### config.mk
export PLATFORM = sky130hd
export DESIGN_NAME = lsu_dbus_master
export DESIGN_NICKNAME = d
export VERILOG_FILES = /design/src/rtl/lsu_pkg.sv /design/src/rtl/lsu_load_align.sv /design/src/rtl/lsu_dbus_master.sv
export SDC_FILE = /design/constraint.sdc
export NUM_CORES = 1
export LEC_CHECK = 0
export ABC_AREA = 0
export BUFFER_PORTS_ARGS = -buffer_cell sky130_fd_sc_hd__buf_2
export CORE_ASPECT_RATIO = 1.25
export CORE_MARGIN = 10
export CORE_UTILIZATION = 50
export DETAILED_ROUTE_END_ITERATION = 6
export PLACE_DENSITY = 0.78
export SETUP_SLACK_MARGIN = 0.02
export SYNTH_ARGS = -nofsm -noshare
export SYNTH_HDL_FRONTEND = slang
export SYNTH_SLANG_ARGS = --single-unit
### constraint.sdc
create_clock -name clk -period 11.7 [get_ports clk]
set_input_delay 0.585 -clock clk [delete_from_list [all_inputs] [get_ports clk]]
set_output_delay 0.585 -clock clk [all_outputs]
set_load 0.01 [all_outputs]
### src/rtl/lsu_pkg.sv
// Shared types for the data-side load/store bus initiator.
// Size encodings, FSM states and small address helpers.
package lsu_pkg;

  localparam logic [1:0] SZ_B = 2'd0;
  localparam logic [1:0] SZ_H = 2'd1;
  localparam logic [1:0] SZ_W = 2'd2;
  localparam logic [1:0] SZ_D = 2'd3;

  typedef enum logic [1:0] {
    ST_IDLE = 2'd0,
    ST_BUS  = 2'd1,
    ST_RESP = 2'd2
  } lsu_state_e;

  // Natural alignment check for a byte offset within a dword
  function automatic logic misaligned(
    input logic [1:0] size,
    input logic [2:0] off
  );
    return (size == SZ_H && off[0]) ||
           (size == SZ_W && off[1:0] != 2'd0) ||
           (size == SZ_D && off != 3'd0);
  endfunction

  // Byte strobe for an access of the given size at lane 0
  function automatic logic [7:0] size_mask(input logic [1:0] size);
    logic [7:0] m;
    unique case (size)
      SZ_B: m = 8'h01;
      SZ_H: m = 8'h03;
      SZ_W: m = 8'h0F;
      SZ_D: m = 8'hFF;
    endcase
    return m;
  endfunction

endpackage

### src/rtl/lsu_load_align.sv
// Load data extraction: shift the addressed bytes down
// and sign- or zero-extend them to 64 bits.
module lsu_load_align
  import lsu_pkg::*;
(
  input  logic [63:0] rdata_i,
  input  logic [2:0]  off_i,
  input  logic [1:0]  size_i,
  input  logic        uns_i,
  output logic [63:0] data_o
);

  logic [63:0] raw;
  assign raw = rdata_i >> {off_i, 3'b000};

  // Keep the low bytes for the size, fill the rest
  always_comb begin
    data_o = raw;
    unique case (size_i)
      SZ_B: data_o = {{56{~uns_i & raw[7]}}, raw[7:0]};
      SZ_H: data_o = {{48{~uns_i & raw[15]}}, raw[15:0]};
      SZ_W: data_o = {{32{~uns_i & raw[31]}}, raw[31:0]};
      SZ_D: data_o = raw;
    endcase
  end

endmodule

### src/rtl/lsu_dbus_master.sv
// Data bus initiator between the MEM stage and data memory.
// One outstanding access; registered dbus and response outputs.
module lsu_dbus_master
  import lsu_pkg::*;
#(
  parameter int unsigned TIMEOUT_CYCLES = 255,
  parameter int unsigned ADDR_W         = 64
) (
  input  logic              clk,
  input  logic              rst,
  input  logic              req_valid,
  output logic              req_ready,
  input  logic              req_we,
  input  logic [1:0]        req_size,
  input  logic              req_unsigned,
  input  logic [ADDR_W-1:0] req_addr,
  input  logic [63:0]       req_wdata,
  output logic              resp_valid,
  input  logic              resp_ready,
  output logic [63:0]       resp_rdata,
  output logic              resp_err,
  output logic              dbus_r_en,
  output logic              dbus_w_en,
  output logic [ADDR_W-1:0] dbus_addr,
  output logic [63:0]       dbus_wdata,
  output logic [7:0]        dbus_wmask,
  input  logic              dbus_ack,
  input  logic [63:0]       dbus_rdata
);

  lsu_state_e        state_q, state_d;
  logic [31:0]       cnt_q, cnt_d;
  logic [2:0]        off_q, off_d;
  logic [1:0]        size_q, size_d;
  logic              uns_q, uns_d;
  logic              we_q, we_d;
  logic              ren_q, ren_d;
  logic              wen_q, wen_d;
  logic [ADDR_W-1:0] addr_q, addr_d;
  logic [63:0]       wdata_q, wdata_d;
  logic [7:0]        wmask_q, wmask_d;
  logic              rv_q, rv_d;
  logic [63:0]       rdata_q, rdata_d;
  logic              err_q, err_d;

  logic [2:0]  req_off;
  logic [63:0] load_data;
  logic        tmo;

  assign req_off = req_addr[2:0];
  assign tmo = (TIMEOUT_CYCLES != 0) &&
               (cnt_q == TIMEOUT_CYCLES - 1);

  lsu_load_align u_align (
    .rdata_i (dbus_rdata),
    .off_i   (off_q),
    .size_i  (size_q),
    .uns_i   (uns_q),
    .data_o  (load_data)
  );

  // Next-state: accept, run the bus cycle, hold the response
  always_comb begin
    state_d = state_q;
    cnt_d   = cnt_q;
    off_d   = off_q;
    size_d  = size_q;
    uns_d   = uns_q;
    we_d    = we_q;
    ren_d   = ren_q;
    wen_d   = wen_q;
    addr_d  = addr_q;
    wdata_d = wdata_q;
    wmask_d = wmask_q;
    rv_d    = rv_q;
    rdata_d = rdata_q;
    err_d   = err_q;
    unique case (state_q)
      ST_IDLE: begin
        if (req_valid) begin
          off_d  = req_off;
          size_d = req_size;
          uns_d  = req_unsigned;
          we_d   = req_we;
          if (misaligned(req_size, req_off)) begin
            state_d = ST_RESP;
            rv_d    = 1'b1;
            err_d   = 1'b1;
            rdata_d = '0;
          end else begin
            state_d = ST_BUS;
            cnt_d   = '0;
            ren_d   = ~req_we;
            wen_d   = req_we;
            addr_d  = {req_addr[ADDR_W-1:3], 3'b000};
            wdata_d = req_wdata << {req_off, 3'b000};
            wmask_d = req_we ?
                      size_mask(req_size) << req_off :
                      8'h00;
          end
        end
      end
      ST_BUS: begin
        if (dbus_ack || tmo) begin
          state_d = ST_RESP;
          ren_d   = 1'b0;
          wen_d   = 1'b0;
          addr_d  = '0;
          wdata_d = '0;
          wmask_d = '0;
          rv_d    = 1'b1;
          err_d   = ~dbus_ack;
          rdata_d = (dbus_ack && !we_q) ? load_data : '0;
        end else begin
          cnt_d = cnt_q + 32'd1;
        end
      end
      ST_RESP: begin
        if (resp_ready) begin
          state_d = ST_IDLE;
          rv_d    = 1'b0;
          err_d   = 1'b0;
          rdata_d = '0;
        end
      end
      default: state_d = ST_IDLE;
    endcase
  end

  // State and registered outputs
  always_ff @(posedge clk or posedge rst) begin
    if (rst) begin
      state_q <= ST_IDLE;
      cnt_q   <= '0;
      off_q   <= '0;
      size_q  <= '0;
      uns_q   <= 1'b0;
      we_q    <= 1'b0;
      ren_q   <= 1'b0;
      wen_q   <= 1'b0;
      addr_q  <= '0;
      wdata_q <= '0;
      wmask_q <= '0;
      rv_q    <= 1'b0;
      rdata_q <= '0;
      err_q   <= 1'b0;
    end else begin
      state_q <= state_d;
      cnt_q   <= cnt_d;
      off_q   <= off_d;
      size_q  <= size_d;
      uns_q   <= uns_d;
      we_q    <= we_d;
      ren_q   <= ren_d;
      wen_q   <= wen_d;
      addr_q  <= addr_d;
      wdata_q <= wdata_d;
      wmask_q <= wmask_d;
      rv_q    <= rv_d;
      rdata_q <= rdata_d;
      err_q   <= err_d;
    end
  end

  assign req_ready  = (state_q == ST_IDLE);
  assign resp_valid = rv_q;
  assign resp_rdata = rdata_q;
  assign resp_err   = err_q;
  assign dbus_r_en  = ren_q;
  assign dbus_w_en  = wen_q;
  assign dbus_addr  = addr_q;
  assign dbus_wdata = wdata_q;
  assign dbus_wmask = wmask_q;

endmodule
# After elaboration in Yosys (flattened, before gate mapping)
# Index checks and enable logic that the tools add are counted.
# totals
register_bits	245
in_bits	201
out_inout_bits	205
wordCells	105
# op_classes
n_addsub	1
n_eq_ne	15
shift	3
n_mux	46
n_bitwise	6
reduce_logical	20
# ops
operator	count
two-way mux 64 bit	10
one-hot mux 64 bit (2 select lines)	2
one-hot mux 64 bit (4 select lines)	1
one-hot mux 64 bit (3 select lines)	1
two-way mux 32 bit	3
one-hot mux 32 bit (2 select lines)	1
left shift 64 x 6 -> 64 bit	1
>> shifter 64 x 6 -> 64 bit	1
two-way mux 8 bit	7
adder 32 x 1 -> 32 bit (second input constant)	1
== test 32 x 8 -> 1 bit (second input constant)	1
one-hot mux 8 bit (4 select lines)	1
one-hot mux 8 bit (2 select lines)	1
== test 2 bit (second input constant)	5
two-way mux 1 bit	10
inequality test 2 bit (second input constant)	5
two-way mux 2 bit	4
AND reduction 4 bit	2
left shift 8 x 3 -> 8 bit	1
== test 2 x 1 -> 1 bit (second input constant)	3
zero test 2 bit	3
one-hot mux 1 bit (3 select lines)	2
one-hot mux 2 bit (3 select lines)	1
nonzero test 3 bit	2
11 further kinds	22

# Longest topological paths before layout
# Gate-level depths: netlist of run 1.
# logic_depth
word_depth	12
depth_mapped	9
mapped_depth_nobuf	7

# Cells and area by module
# A second synthesis of run 1 with hierarchy kept.
# unflattened
hier_cells	1172
area_unflattened_um2	13330.3
# by_module_without_submodules
mod	n_inst	cells_per_inst	area_per_inst_um2	seq_area_each_um2
lsu_dbus_master	1	914	10786.6	6055.8
lsu_load_align	1	258	2543.7	0.0

# Worst setup path after synthesis of run 1
# OpenSTA, ideal clock, no wires.
# synth_path
kind	input port to flip-flop
from	in req_addr[1]
to	reg rdata_q[10] (netlist: resp_rdata[10])
setup_time_ns	0.121
arrival_ns	2.006
required_time_ns	11.579
path_slack_ns	9.573
path_stages	8
path_buffers	3
path_cell_list	clkbuf_1 -> a21oi_1 -> o21a_1 -> o31a_1 -> a21o_1 -> buf_2 -> buf_2 -> a22o_1
# synth_via
elab_chain_len	6
word_cells_on_any_way	8
cone_classes	1 x eq/ne; 7 x reduce/logical
# synth_rtl
element	line	source
from (decl)	lsu_dbus_master.sv:16	input logic [ADDR_W-1:0] req_addr,
nonzero test 2 bit	lsu_pkg.sv:22	(size == SZ_W && off[1:0] != 2'd0) ||
logical AND 1 bit	lsu_pkg.sv:22	
logical OR 1 bit	lsu_pkg.sv:21	return (size == SZ_H && off[0]) ||
logical OR 1 bit *	lsu_pkg.sv:22	
inequality test 2 x 1 -> 1 bit (no line) *	-	
AND reduction 5 bit (no line) *	-	
to (signal assigned)	lsu_dbus_master.sv:160	rdata_q <= rdata_d;
to (decl)	lsu_dbus_master.sv:43	logic [63:0] rdata_q, rdata_d;
# Every way passes the cells marked *; elsewhere a longest branch is shown, timed or not.
# A chain may end at the register's enable or synchronous reset.

# Final worst setup path of run 1
# layout_path
from	in req_addr[0]
to	reg wdata_q[14] (netlist: dbus_wdata[14])
# layout_via
elab_chain_len	6
word_cells_on_any_way	13
cone_classes	1 x eq/ne; 1 x shift; 3 x mux; 8 x reduce/logical
# layout_rtl
element	line	source
parallel branches: the longest is 6 deep, another holds left shift 64 x 6 -> 64 bit	-	
to (signal assigned)	lsu_dbus_master.sv:157	wdata_q <= wdata_d;
to (decl)	lsu_dbus_master.sv:40	logic [63:0] wdata_q, wdata_d;
# Several ways; the timed one is not identified. The select of a mux whose other input is x is not followed.

==> parameters.txt, run 1 <==
Parameter                              Value

CTS
  Deepest level of the CTS H-tree ... 1
  Hold buffers post-CTS ... 0
  Clock tree from TritonCTS ... yes
  Longest Clk Path Bufs ... 3
  Count of buffers added by post-CTS timing repair for setup ... 0
  Clk_lat worst skew ... 540 ps
  Clk pin slew, worst setup/hold paths ... 70 ps
  Number of resized instances in the post-cts repair step ... 0
  Sink Count ... 242
  Clock root buffer master ... sky130_fd_sc_hd__clkbuf_16
  CTS buffer count ... 26

STA
  Final WS setup ... 8210 ps
  Hold Violations, Final ... 0
  Max Slew Vio Count ... 0
  Total of endpoints with negative setup slack in the final report ... 0
  Final worst path period need ... 3490 ps
  Slew margin rel. ... 16.6%
  Top achievable clock speed ... 0.287 GHz
  Crit share post-route ... 29.8%
  Maximum clock skew at final layout ... 11.3 ps
  Setup repair after global routing missed its margin ... false
  Worst-case hold slack ... 217 ps
  TNS Setup ... 0 ps
  Transition time of the tightest slew-check pin ... 1250 ps

Synth
  Async S/R FF share, synth ... 100%
  Unique cell type count in the Yosys netlist ... 63
  Most used DFF post-synth ... sky130_fd_sc_hd__dfrtp_1
  Synthesis warning total ... 0
  Synthesized area per cell ... 10.3 um^2
  Post-synthesis sequential element count ... 242
  Cell area after technology mapping ... 13500 um^2
  Sequential fraction of the synthesis area ... 44.9%
  Count of flip-flops with a built-in enable after synthesis ... 0
  Number of standard cells after synthesis ... 1306

Floorplanning
  Number of top-level pins ... 406
  Number of cell rows ... 67
  Initial Util ... 50.5%
  Horizontal die dimension ... 167 um
  Die height ... 204 um
  Core area ... 26700 um^2
  Area of the die ... 34000 um^2

Drt
  TritonRoute pass-1 iters ... 6
  Vias post-DR ... 12200
  Routed wire length per instance ... 23.1 um
  Post-Route WL ... 46000 um
  Mean number of vias per cell ... 6.14
  Remaining antenna violation count ... 0
  1st-iter DRT viols ... 1205
  DRC ... 0

Power and ir drop
  Relative contribution of combinational cells to total power ... 44.3%
  Power spent charging and discharging nets ... 1530 uW
  Share of total power in the clock network ... 22.0%
  Power density of the placed cells ... 232 nW/um^2
  Reported leakage power ... 0.00822 uW
  Register share of total power ... 33.6%
  Maximum VDD drop ... 172 uV
  Internal power of the cells ... 2280 uW
  Switching portion of total power ... 40.1%

Placement
  Worst slack at placement ... 7700 ps
  Placer Congestion ... 0.979
  Number of port buffers ... 402
  Post-detailed-placement half-perimeter wirelength ... 33300 um

Hold path
  Path type of the worst min-delay path ... input pin to asynchronous set/reset pin

Worst setup path
  Classification of the worst setup path ... input pin to flip-flop
  Reg-to-reg critical path startpoint ... state_q[1]$_DFFE_PP0P_
  Worst r2r path cells ... 6
  Reg-to-Reg End ... dbus_wdata[14]$_DFFE_PP0P_
  Req. time, crit path ... 12110 ps
  Max FO, Critical Path ... 93
  Worst Setup End Kind ... flip-flop
  Worst path arrival time ... 3900 ps
  R2R Setup Slk ... 8490 ps
  Setup crit start kind ... input pin

Global routing
  Combined global-route utilization of all metal layers ... 25.4%
  First-pass GRT wire length ... 70700 um
  Initial antenna violation count ... 3
  Vias in the first global route ... 12400
  Largest net degree at the start of global routing ... 117
  Overflow after GRT ... 0

Outcome
  Result of the run ... finished, final reports clean

Layout
  Multi-input combinational cell area ... 6890 um^2
  Most common cell after layout, fill and taps aside ... sky130_fd_sc_hd__buf_2
  Commonest non-fill, non-tap cells in the layout ... 400 x sky130_fd_sc_hd__buf_2, 240 x sky130_fd_sc_hd__dfrtp_1, 109 x sky130_fd_sc_hd__a22o_1, 108 x sky130_fd_sc_hd__nand2_1, 108 x sky130_fd_sc_hd__mux2i_1
  Growth of design area from synthesis to finish ... 21.8%
  Sequential cell area ... 6060 um^2
  Final layout net count ... 1831
  Share of cells above drive strength 1 ... 33.8%
  Core utilization of the finished layout ... 61.5%
  Fillcell total ... 2220

Flow run
  Number of max-cap violations ... 0
worst max path at each step:
stage / start / to / cells past startpoint
floorplan: rst / cnt_q[0]$_DFFE_PP0P_ / 1
global placement: req_addr[0] / dbus_wdata[55]$_DFFE_PP0P_ / 7
detailed placement: req_addr[0] / dbus_wdata[21]$_DFFE_PP0P_ / 7
CTS: req_addr[0] / dbus_wdata[14]$_DFFE_PP0P_ / 7
global route: req_addr[0] / dbus_wdata[16]$_DFFE_PP0P_ / 7
finish: req_addr[0] / dbus_wdata[14]$_DFFE_PP0P_ / 7
registers in the layout, summed over array words and instances (netlist names), 2 cells and up:
name,cells
dbus_addr,61
state_q,2
off_q,3
resp_rdata,64
dbus_wdata,64
size_q,2
cnt_q,32
dbus_wmask,8
area by class of cell:
cell class                      count  area share [%]
Multi-Input combinational cell    929            41.9
Sequential cell                   242            36.9
Timing Repair Buffer              419            13.0
Clock buffer                       37            4.57
Tap cell                          345            2.63
Clock inverter                     10           0.700
Inverter                           10           0.274
Antenna cell                        1          0.0152
Yosys cell counts, types with 3 or more instances:
cell / count / share of area (%)
sky130_fd_sc_hd__a211oi_1: 20 / 1.1
sky130_fd_sc_hd__o21a_1: 3 / 0.17
sky130_fd_sc_hd__a32o_1: 16 / 1.2
sky130_fd_sc_hd__a22o_1: 109 / 7.1
sky130_fd_sc_hd__or2_2: 5 / 0.23
sky130_fd_sc_hd__nand3_1: 21 / 0.78
sky130_fd_sc_hd__and4_1: 8 / 0.52
sky130_fd_sc_hd__nand3b_1: 11 / 0.61
sky130_fd_sc_hd__and3_1: 11 / 0.51
sky130_fd_sc_hd__o2bb2ai_1: 13 / 0.84
sky130_fd_sc_hd__mux2i_1: 108 / 8.0
sky130_fd_sc_hd__nor4_1: 6 / 0.28
sky130_fd_sc_hd__or3_1: 4 / 0.19
sky130_fd_sc_hd__nand2b_1: 14 / 0.65
sky130_fd_sc_hd__nor2b_1: 22 / 1.0
sky130_fd_sc_hd__o31ai_1: 10 / 0.56
sky130_fd_sc_hd__or4_1: 8 / 0.44
sky130_fd_sc_hd__a21oi_1: 55 / 2.0
sky130_fd_sc_hd__dfrtp_1: 242 / 45
sky130_fd_sc_hd__mux2_2: 61 / 5.1
sky130_fd_sc_hd__nor3_1: 17 / 0.63
sky130_fd_sc_hd__mux2_1: 31 / 2.6
sky130_fd_sc_hd__nor2_1: 66 / 1.8
sky130_fd_sc_hd__nand2_1: 108 / 3.0
sky130_fd_sc_hd__inv_1: 8 / 0.22
sky130_fd_sc_hd__o221ai_1: 8 / 0.52
sky130_fd_sc_hd__o21ai_0: 57 / 2.1
sky130_fd_sc_hd__a211o_1: 8 / 0.52
sky130_fd_sc_hd__o2111ai_1: 7 / 0.45
sky130_fd_sc_hd__buf_1: 12 / 0.33
sky130_fd_sc_hd__xor2_1: 5 / 0.32
sky130_fd_sc_hd__nand4_1: 35 / 1.6
sky130_fd_sc_hd__nor3b_1: 11 / 0.61
sky130_fd_sc_hd__buf_4: 6 / 0.33
sky130_fd_sc_hd__buf_2: 45 / 1.7
sky130_fd_sc_hd__mux4_2: 9 / 1.5
sky130_fd_sc_hd__o211ai_1: 12 / 0.67
sky130_fd_sc_hd__a31oi_1: 10 / 0.46
sky130_fd_sc_hd__clkbuf_1: 64 / 1.8
sky130_fd_sc_hd__o22ai_1: 7 / 0.32
power by group through the flow:
stage          logic, uW  clock network, uW  registers, uW
2_1_floorplan        986                  0           1370
3_3_place_gp        1650                  0           1280
3_5_place_dp        1690                  0           1290
4_1_cts             1690                856           1280
5_1_grt             1820                891           1310
6_report            1690                841           1280
metal layers:
layer | global-route usage [%] | vias to the layer above | wire (um)
met5 | 0 | - | 0
met4 | 10.5 | 0 | 1770
met3 | 5.28 | 113 | 3660
met2 | 43.1 | 619 | 22900
met1 | 30.9 | 5964 | 17700
li1 | - | 5542 | -
through the flow:
stage | area, um^2 | cells | total power (uW)
6_report | 16400 | 1993 | 3820
3_3_place_gp | 15600 | 1945 | 2940
4_1_cts | 16400 | 1992 | 3830
2_1_floorplan | 13500 | 1308 | 2360
3_5_place_dp | 15600 | 1945 | 2980
5_1_grt | 16400 | 1993 | 4030
cell families after synthesis:
group / count (synthesis) / share of synthesized area (%)
and+or+nand+nor: 358 / 13.9
AOI/OAI and AO/OA: 352 / 19.2
DFF: 242 / 44.9
muxes: 209 / 17.2
buffers and inverters: 137 / 4.39
xor gates and xnor gates: 5 / 0.324
adders and majority gates: 2 / 0.185
other: 1 / 0.0278
worst max-delay path, stage by stage:
cell and delay, ps:
sky130_fd_sc_hd__buf_4 700, sky130_fd_sc_hd__o21ai_0 330, sky130_fd_sc_hd__o211ai_1 230, sky130_fd_sc_hd__a21oi_1 160, sky130_fd_sc_hd__nand2_4 490, sky130_fd_sc_hd__buf_4 870
sky130_fd_sc_hd__mux2_2 420
No activity file was read; power rests on OpenSTA's default activity.
==> run 2, diff against run 1 <==
- clock period: 11.7 -> 3.23 ns (I/O delays scaled with it)
==> run 2 against run 1 <==
Register-to-register slack worse by 7900 ps; sequential share of layout area is 1.8 points lower; power grew to 3.7 times the previous value; wire length is 3.7% higher; utilization is 3.2 points higher; cell count is 4.0% higher; sequential power grew to 3.7 times the previous value; final area is 5.2% higher; largest power group unchanged; highest routed layer is now met5.
==> parameters.txt, run 2 (synthesis results as in run 1) <==
Parameter                              Value

Drt
  TritonRoute pass-1 iters ... 5
  Routed wire length per instance ... 23.0 um
  Remaining antenna violation count ... 0
  1st-iter DRT viols ... 1111
  Mean number of vias per cell ... 6.05
  DRC ... 0
  Vias post-DR ... 12500
  Post-Route WL ... 47700 um

Power and ir drop
  Maximum VDD drop ... 545 uV
  Power density of the placed cells ... 816 nW/um^2
  Reported leakage power ... 0.00855 uW
  Final Total Pwr ... 14100 uW

Layout
  Most common cell after layout, fill and taps aside ... sky130_fd_sc_hd__buf_2
  Cell area after layout ... 17300 um^2
  Final layout net count ... 1905
  Multi-input combinational cell area ... 6900 um^2
  Share of cells above drive strength 1 ... 32.8%
  Commonest non-fill, non-tap cells in the layout ... 400 x sky130_fd_sc_hd__buf_2, 240 x sky130_fd_sc_hd__dfrtp_1, 109 x sky130_fd_sc_hd__a22o_1, 108 x sky130_fd_sc_hd__nand2_1, 108 x sky130_fd_sc_hd__mux2i_1
  Growth of design area from synthesis to finish ... 28.0%
  Fillcell total ... 2147
  Sequential cell area ... 6060 um^2

Worst setup path
  Setup crit start kind ... flip-flop
  Classification of the worst setup path ... flip-flop to flip-flop
  Library cell contributing the largest single delay on the critical path ... sky130_fd_sc_hd__a21o_2
  Max FO, Critical Path ... 35
  Kind of cell adding the most delay to the critical path ... compound AO/OA/AOI/OAI gates
  Req. time, crit path ... 3690 ps
  Critical path's largest stage delay ... 650 ps
  Worst path arrival time ... 3080 ps
  Number of buffers and inverters on the critical path ... 1
  Ordered cell list for the critical path ... nand2b_1 > nor2_4 > o31a_1 > a21o_2 > buf_12 > a22o_1
  Worst Setup End Kind ... flip-flop

Placement
  Post-detailed-placement half-perimeter wirelength ... 34400 um
  Placed cell areas ... 15700 um^2
  Placer Congestion ... 0.965
  Number of port buffers ... 402

CTS
  Count of buffers added by post-CTS timing repair for setup ... 0
  Clock root buffer master ... sky130_fd_sc_hd__clkbuf_16
  Sink Count ... 242
  Deepest level of the CTS H-tree ... 1
  Longest Clk Path Bufs ... 3
  Clock tree from TritonCTS ... yes
  Clk_lat worst skew ... 540 ps
  CTS buffer count ... 26
  Clk pin slew, worst setup/hold paths ... 60 ps

STA
  Total of endpoints with negative setup slack in the final report ... 0
  Maximum clock skew at final layout ... 9.32 ps
  Slew margin rel. ... 28.2%
  Max Slew Vio Count ... 0
  Top achievable clock speed ... 0.382 GHz
  Final worst path period need ... 2620 ps
  Transition time of the tightest slew-check pin ... 1070 ps
  Hold Violations, Final ... 0
  Setup repair after global routing missed its margin ... false
  Crit share post-route ... 81.1%

Global routing
  Overflow after GRT ... 0
  Combined global-route utilization of all metal layers ... 26.5%
  Largest net degree at the start of global routing ... 95
  First-pass GRT wire length ... 73400 um
  Initial antenna violation count ... 7
  Vias in the first global route ... 12700

Floorplanning
  Die height ... 204 um
  Initial Util ... 50.5%
  Number of cell rows ... 67
  Area of the die ... 34000 um^2
  Number of top-level pins ... 406
  Horizontal die dimension ... 167 um
  Core area ... 26700 um^2

Hold path
  Path type of the worst min-delay path ... input pin to flip-flop

Flow run
  Number of max-cap violations ... 0

Outcome
  Result of the run ... finished, final reports clean
## run 2: power breakdown
group          internal, uW  switching [uW]
combinational          2620            3700
sequential             4000             707
clock                  1800            1280
## run 2: tightest hold or removal path: cells and delay by family
family	cells	cell delay [ps]
muxes	1	130
buffers and inverters	1	120
AOI/OAI and AO/OA	1	60
and+or+nand+nor	1	50
## run 2: per-stage QoR
stage / instances / utilization, % / setup TNS [ps] / worst slack, ps / hold WS (ps)
after floorplan: 1308 / - / -25970 / -107 / 244
after global placement: 1952 / 58.8 / 0 / 720 / 127
after detailed placement: 1952 / 58.8 / 0 / 676 / 130
after CTS: 2066 / 64.6 / 0 / 639 / 0.909
after global routing: 2071 / 64.6 / 0 / 434 / 26.3
final: 2072 / 64.6 / 0 / 610 / 18.4
## run 2: timing repair
item,in CTS,in global routing
hold buffers,67,0
endpoints found under the setup margin,0,0
endpoints found under the hold margin,261,0
resized for setup,0,0
## run 2: path summary, 6_finish.rpt
kind / from / end / slack [ps] / cells after the start
max: state_q[1]$_DFFE_PP0P_ / resp_rdata[38]$_DFFE_PP0P_ / 610 / 6
min: req_wdata[5] / dbus_wdata[37]$_DFFE_PP0P_ / 20 / 4
max reg2reg: state_q[1]$_DFFE_PP0P_ / resp_rdata[38]$_DFFE_PP0P_ / 610 / 6
min reg2reg: dbus_wdata[5]$_DFFE_PP0P_ / dbus_wdata[5]$_DFFE_PP0P_ / 490 / 1
max in group asynchronous: rst / dbus_addr[27]$_DFFE_PP0P_ / 2310 / 4
min in group asynchronous: rst / resp_rdata[33]$_DFFE_PP0P_ / 140 / 3
## run 2: metal layers
metal	GRT usage [%]	part of all wire (%)	vias up
met5	0	0.023	-
met4	11.8	4.6	2
met3	6.01	8.3	114
met2	44.6	49	599
met1	31.9	38	6118
li1	-	-	5698
## run 2: layout make-up
type	count	area share, %
antenna	6	0.0869
clock buffer	34	4.11
clock inverter	13	0.955
inverter	10	0.239
multi-input combinational	929	39.9
sequential	242	35.0
tap	345	2.50
timing repair buffer	493	17.2
==> run 3, diff against run 2 <==
- ABC_AREA: 0 -> 1
- PLACE_DENSITY: 0.78 -> 0.77
- clock period: 3.23 -> 2.56 ns (I/O delays scaled with it)
==> run 3 against run 2 <==
Clock power up 34%; register-to-register slack worse by 380 ps; sequential share of layout area down 1.8 points; critical endpoint is now resp_rdata[51]$_DFFE_PP0P_.
==> parameters.txt, run 3 <==
Parameter                              Value

Synth
  Unique cell type count in the Yosys netlist ... 38
  Cell type contributing the most total cell area after synthesis ... sky130_fd_sc_hd__dfrtp_1
  Sequential fraction of the synthesis area ... 42.3%
  Most used DFF post-synth ... sky130_fd_sc_hd__dfrtp_1
  Count of flip-flops with a built-in enable after synthesis ... 0
  Async S/R FF share, synth ... 100%
  Compound-gate portion of the synthesized area ... 8.48%
  XOR/XNOR Fraction of Synth Area ... 1.53%
  Synth area leaders ... sky130_fd_sc_hd__dfrtp_1 42%, sky130_fd_sc_hd__nand2_1 26%, sky130_fd_sc_hd__nand3_1 6.3%
  Synthesized area per cell ... 6.83 um^2
  Commonest cells in the netlist ... 980 x sky130_fd_sc_hd__nand2_1, 242 x sky130_fd_sc_hd__dfrtp_1, 181 x sky130_fd_sc_hd__nand3_1, 141 x sky130_fd_sc_hd__o21ai_0, 111 x sky130_fd_sc_hd__nor2_1
  Most frequent cell after synthesis ... sky130_fd_sc_hd__nand2_1
  Area share of the largest cell type after synthesis ... 42.3%
  Post-synthesis mux area share ... 1.76%
  Cell area after technology mapping ... 14300 um^2
  Basic-gate share of the synthesized area counting and, or, nand and nor cells ... 38.7%
  Combinational family with the most area after synthesis ... simple AND/OR/NAND/NOR gates
  Synthesis warning total ... 0
  Synth Area in Adders ... 0.175%
  Post-synthesis sequential element count ... 242
  Number of standard cells after synthesis ... 2096

Hold path
  Number of cells on the worst hold path ... 5
  Path type of the worst min-delay path ... input pin to flip-flop
  Hold path endpoint ... resp_rdata[5]$_DFFE_PP0P_
  Worst Hold Launch ... dbus_rdata[13]

Global routing
  Overflow after GRT ... 0
  Vias in the first global route ... 15700
  Met2 layer usage reported by global route ... 48.6%
  First-pass GRT wire length ... 86200 um
  Initial antenna violation count ... 5
  GR met1 Demand/Resource ... 36.2%
  Layer with the highest usage ... met2
  Combined global-route utilization of all metal layers ... 29.8%
  GRT met3 Usage ... 6.22%
  Largest net degree at the start of global routing ... 74

STA
  Slew margin rel. ... 44.8%
  Top achievable clock speed ... 0.429 GHz
  Transition time of the tightest slew-check pin ... 825 ps
  Crit share post-route ... 91.1%
  Maximum clock skew at final layout ... 20.5 ps
  Final worst path period need ... 2330 ps
  Hold Violations, Final ... 0
  Worst-case hold slack ... 23.7 ps
  Total of endpoints with negative setup slack in the final report ... 0
  Setup repair after global routing missed its margin ... false
  Max Slew Vio Count ... 0

Drt
  DRC ... 0
  Routed wire length per instance ... 19.2 um
  Remaining antenna violation count ... 0
  1st-iter DRT viols ... 1657
  TritonRoute pass-1 iters ... 6
  Vias post-DR ... 15900
  Post-Route WL ... 55200 um
  Mean number of vias per cell ... 5.51

CTS
  Clk_lat worst skew ... 560 ps
  Longest Clk Path Bufs ... 3
  Count of buffers added by post-CTS timing repair for setup ... 0
  CTS buffer count ... 27
  Clock root buffer master ... sky130_fd_sc_hd__clkbuf_16
  Deepest level of the CTS H-tree ... 1
  Clk pin slew, worst setup/hold paths ... 60 ps
  Sink Count ... 242
  Clock tree from TritonCTS ... yes

Layout
  Sequential cell area ... 6060 um^2
  Multi-input combinational cell area ... 7280 um^2
  Fillcell total ... 2504
  Most common cell after layout, fill and taps aside ... sky130_fd_sc_hd__nand2_1
  Growth of design area from synthesis to finish ... 27.3%
  Commonest non-fill, non-tap cells in the layout ... 980 x sky130_fd_sc_hd__nand2_1, 402 x sky130_fd_sc_hd__buf_2, 241 x sky130_fd_sc_hd__dfrtp_1, 181 x sky130_fd_sc_hd__nand3_1, 141 x sky130_fd_sc_hd__o21ai_0
  Final layout net count ... 2704
  Share of cells above drive strength 1 ... 20.8%

Worst setup path
  Reg-to-reg critical path startpoint ... state_q[1]$_DFFE_PP0P_
  Classification of the worst setup path ... flip-flop to flip-flop
  Setup crit start kind ... flip-flop
  R2R Setup Slk ... 230 ps
  Library cell contributing the largest single delay on the critical path ... sky130_fd_sc_hd__o21bai_4
  Launching element of the worst setup path ... state_q[1]$_DFFE_PP0P_
  Worst path arrival time ... 2810 ps
  Worst Setup End Kind ... flip-flop
  Worst r2r path cells ... 8
  Req. time, crit path ... 3040 ps
  Ordered cell list for the critical path ... nor2_8 > nand2_1 > nor2_2 > nand2_1 > o21bai_4 > buf_12 > nand2_1 > nand2_1
  Cell seen most often among critical-path stages ... sky130_fd_sc_hd__nand2_1
  Critical path's largest stage delay ... 670 ps
  Reg-to-Reg End ... resp_rdata[51]$_DFFE_PP0P_
  Max FO, Critical Path ... 33

Power and ir drop
  Reported leakage power ... 0.00994 uW
  Maximum VDD drop ... 702 uV
  Final Total Pwr ... 18400 uW
  Power density of the placed cells ... 1010 nW/um^2

Placement
  Number of port buffers ... 402
  Placer Congestion ... 0.996
  Post-detailed-placement half-perimeter wirelength ... 38700 um

Floorplanning
  Core area ... 28300 um^2
  Die height ... 209 um
  Initial Util ... 50.5%
  Horizontal die dimension ... 171 um
  Area of the die ... 35800 um^2
  Number of top-level pins ... 406
  Number of cell rows ... 69

Flow run
  Number of max-cap violations ... 0

Outcome
  Result of the run ... finished, final reports clean
==> run 3: changes by cell type after synthesis, moves of 20 or more <==
cell,change
sky130_fd_sc_hd__a211oi_1,-20
sky130_fd_sc_hd__a21oi_1,-26
sky130_fd_sc_hd__a22o_1,-109
sky130_fd_sc_hd__inv_1,+72
sky130_fd_sc_hd__mux2_1,-31
sky130_fd_sc_hd__mux2_2,-60
sky130_fd_sc_hd__mux2i_1,-84
sky130_fd_sc_hd__nand2_1,+872
sky130_fd_sc_hd__nand3_1,+160
sky130_fd_sc_hd__nor2_1,+45
sky130_fd_sc_hd__nor2b_1,-22
sky130_fd_sc_hd__o211ai_1,+20
sky130_fd_sc_hd__o21ai_0,+84
==> run 3: timing repair <==
item                                    CTS  global route
endpoints found under the setup margin    0            65
hold buffers                             77             0
gates resized for setup                   0             5
endpoints found under the hold margin   106             0
==> run 3: report_power, final <==
group          total (uW)  internal [uW]  switching [uW]  leakage [uW]
Clock                4130           2420            1710      0.000451
Combinational        8390           2760            5630       0.00627
Sequential           5870           5050             822       0.00323
Total               18400          10200            8160       0.00994
==> run 3: critical path: cells and delay by family (launching register included) <==
kind                   cells  cell delay (ps)
AOI/OAI and AO/OA          1              670
buffers and inverters      1              240
DFF                        1              470
and+or+nand+nor            6              870
==> run 3: per-stage QoR <==
stage	utilization, %	instance area, um^2	worst slack [ps]	TNS [ps]	std cells
floorplan	-	14300	-744	-180000	2098
global placement	58.2	16500	270	0	2750
detailed placement	58.2	16500	218	0	2750
CTS	64.2	18200	186	0	2876
global route	64.3	18200	33.1	0	2879
finish	64.3	18200	229	0	2881
==> run 3: layer usage <==
layer / part of all wire (%) / up-vias
met4: 5.8 / 2
li1: - / 7510
met2: 47 / 895
met5: 0.013 / -
met3: 9.8 / 204
met1: 37 / 7263
==> run 3: cell type report <==
| type | count | share of cell area, % |
|---|---|---|
| inverters | 88 | 1.84 |
| repair buffers | 516 | 17.3 |
| multi-input cells | 1626 | 40.0 |
| diodes | 5 | 0.0687 |
| well taps | 355 | 2.44 |
| flip-flops and latches | 242 | 33.3 |
| clock inverters | 16 | 1.17 |
| clock buffers | 33 | 3.94 |
==> run 3: cells by family after synthesis <==
logic type / count (synthesis)
AND/OR/NAND/NOR: 1349
flip-flops: 242
buffers and inverters: 230
AO/OA/AOI/OAI: 222
XOR/XNOR: 25
multiplexers: 25
adder cells (fa/ha/maj): 2
other: 1
==> run 3: worst max-delay path by stage <==
| stage | end | slack [ps] | cells after the start |
|---|---|---|---|
| 2_1_floorplan | cnt_q[0]$_DFFE_PP0P_ | -740 | 1 |
| 3_3_place_gp | resp_rdata[23]$_DFFE_PP0P_ | 270 | 8 |
| 3_5_place_dp | resp_rdata[33]$_DFFE_PP0P_ | 220 | 10 |
| 4_1_cts | resp_rdata[33]$_DFFE_PP0P_ | 190 | 10 |
| 5_1_grt | resp_rdata[48]$_DFFE_PP0P_ | 30 | 8 |
| 6_report | resp_rdata[51]$_DFFE_PP0P_ | 230 | 8 |
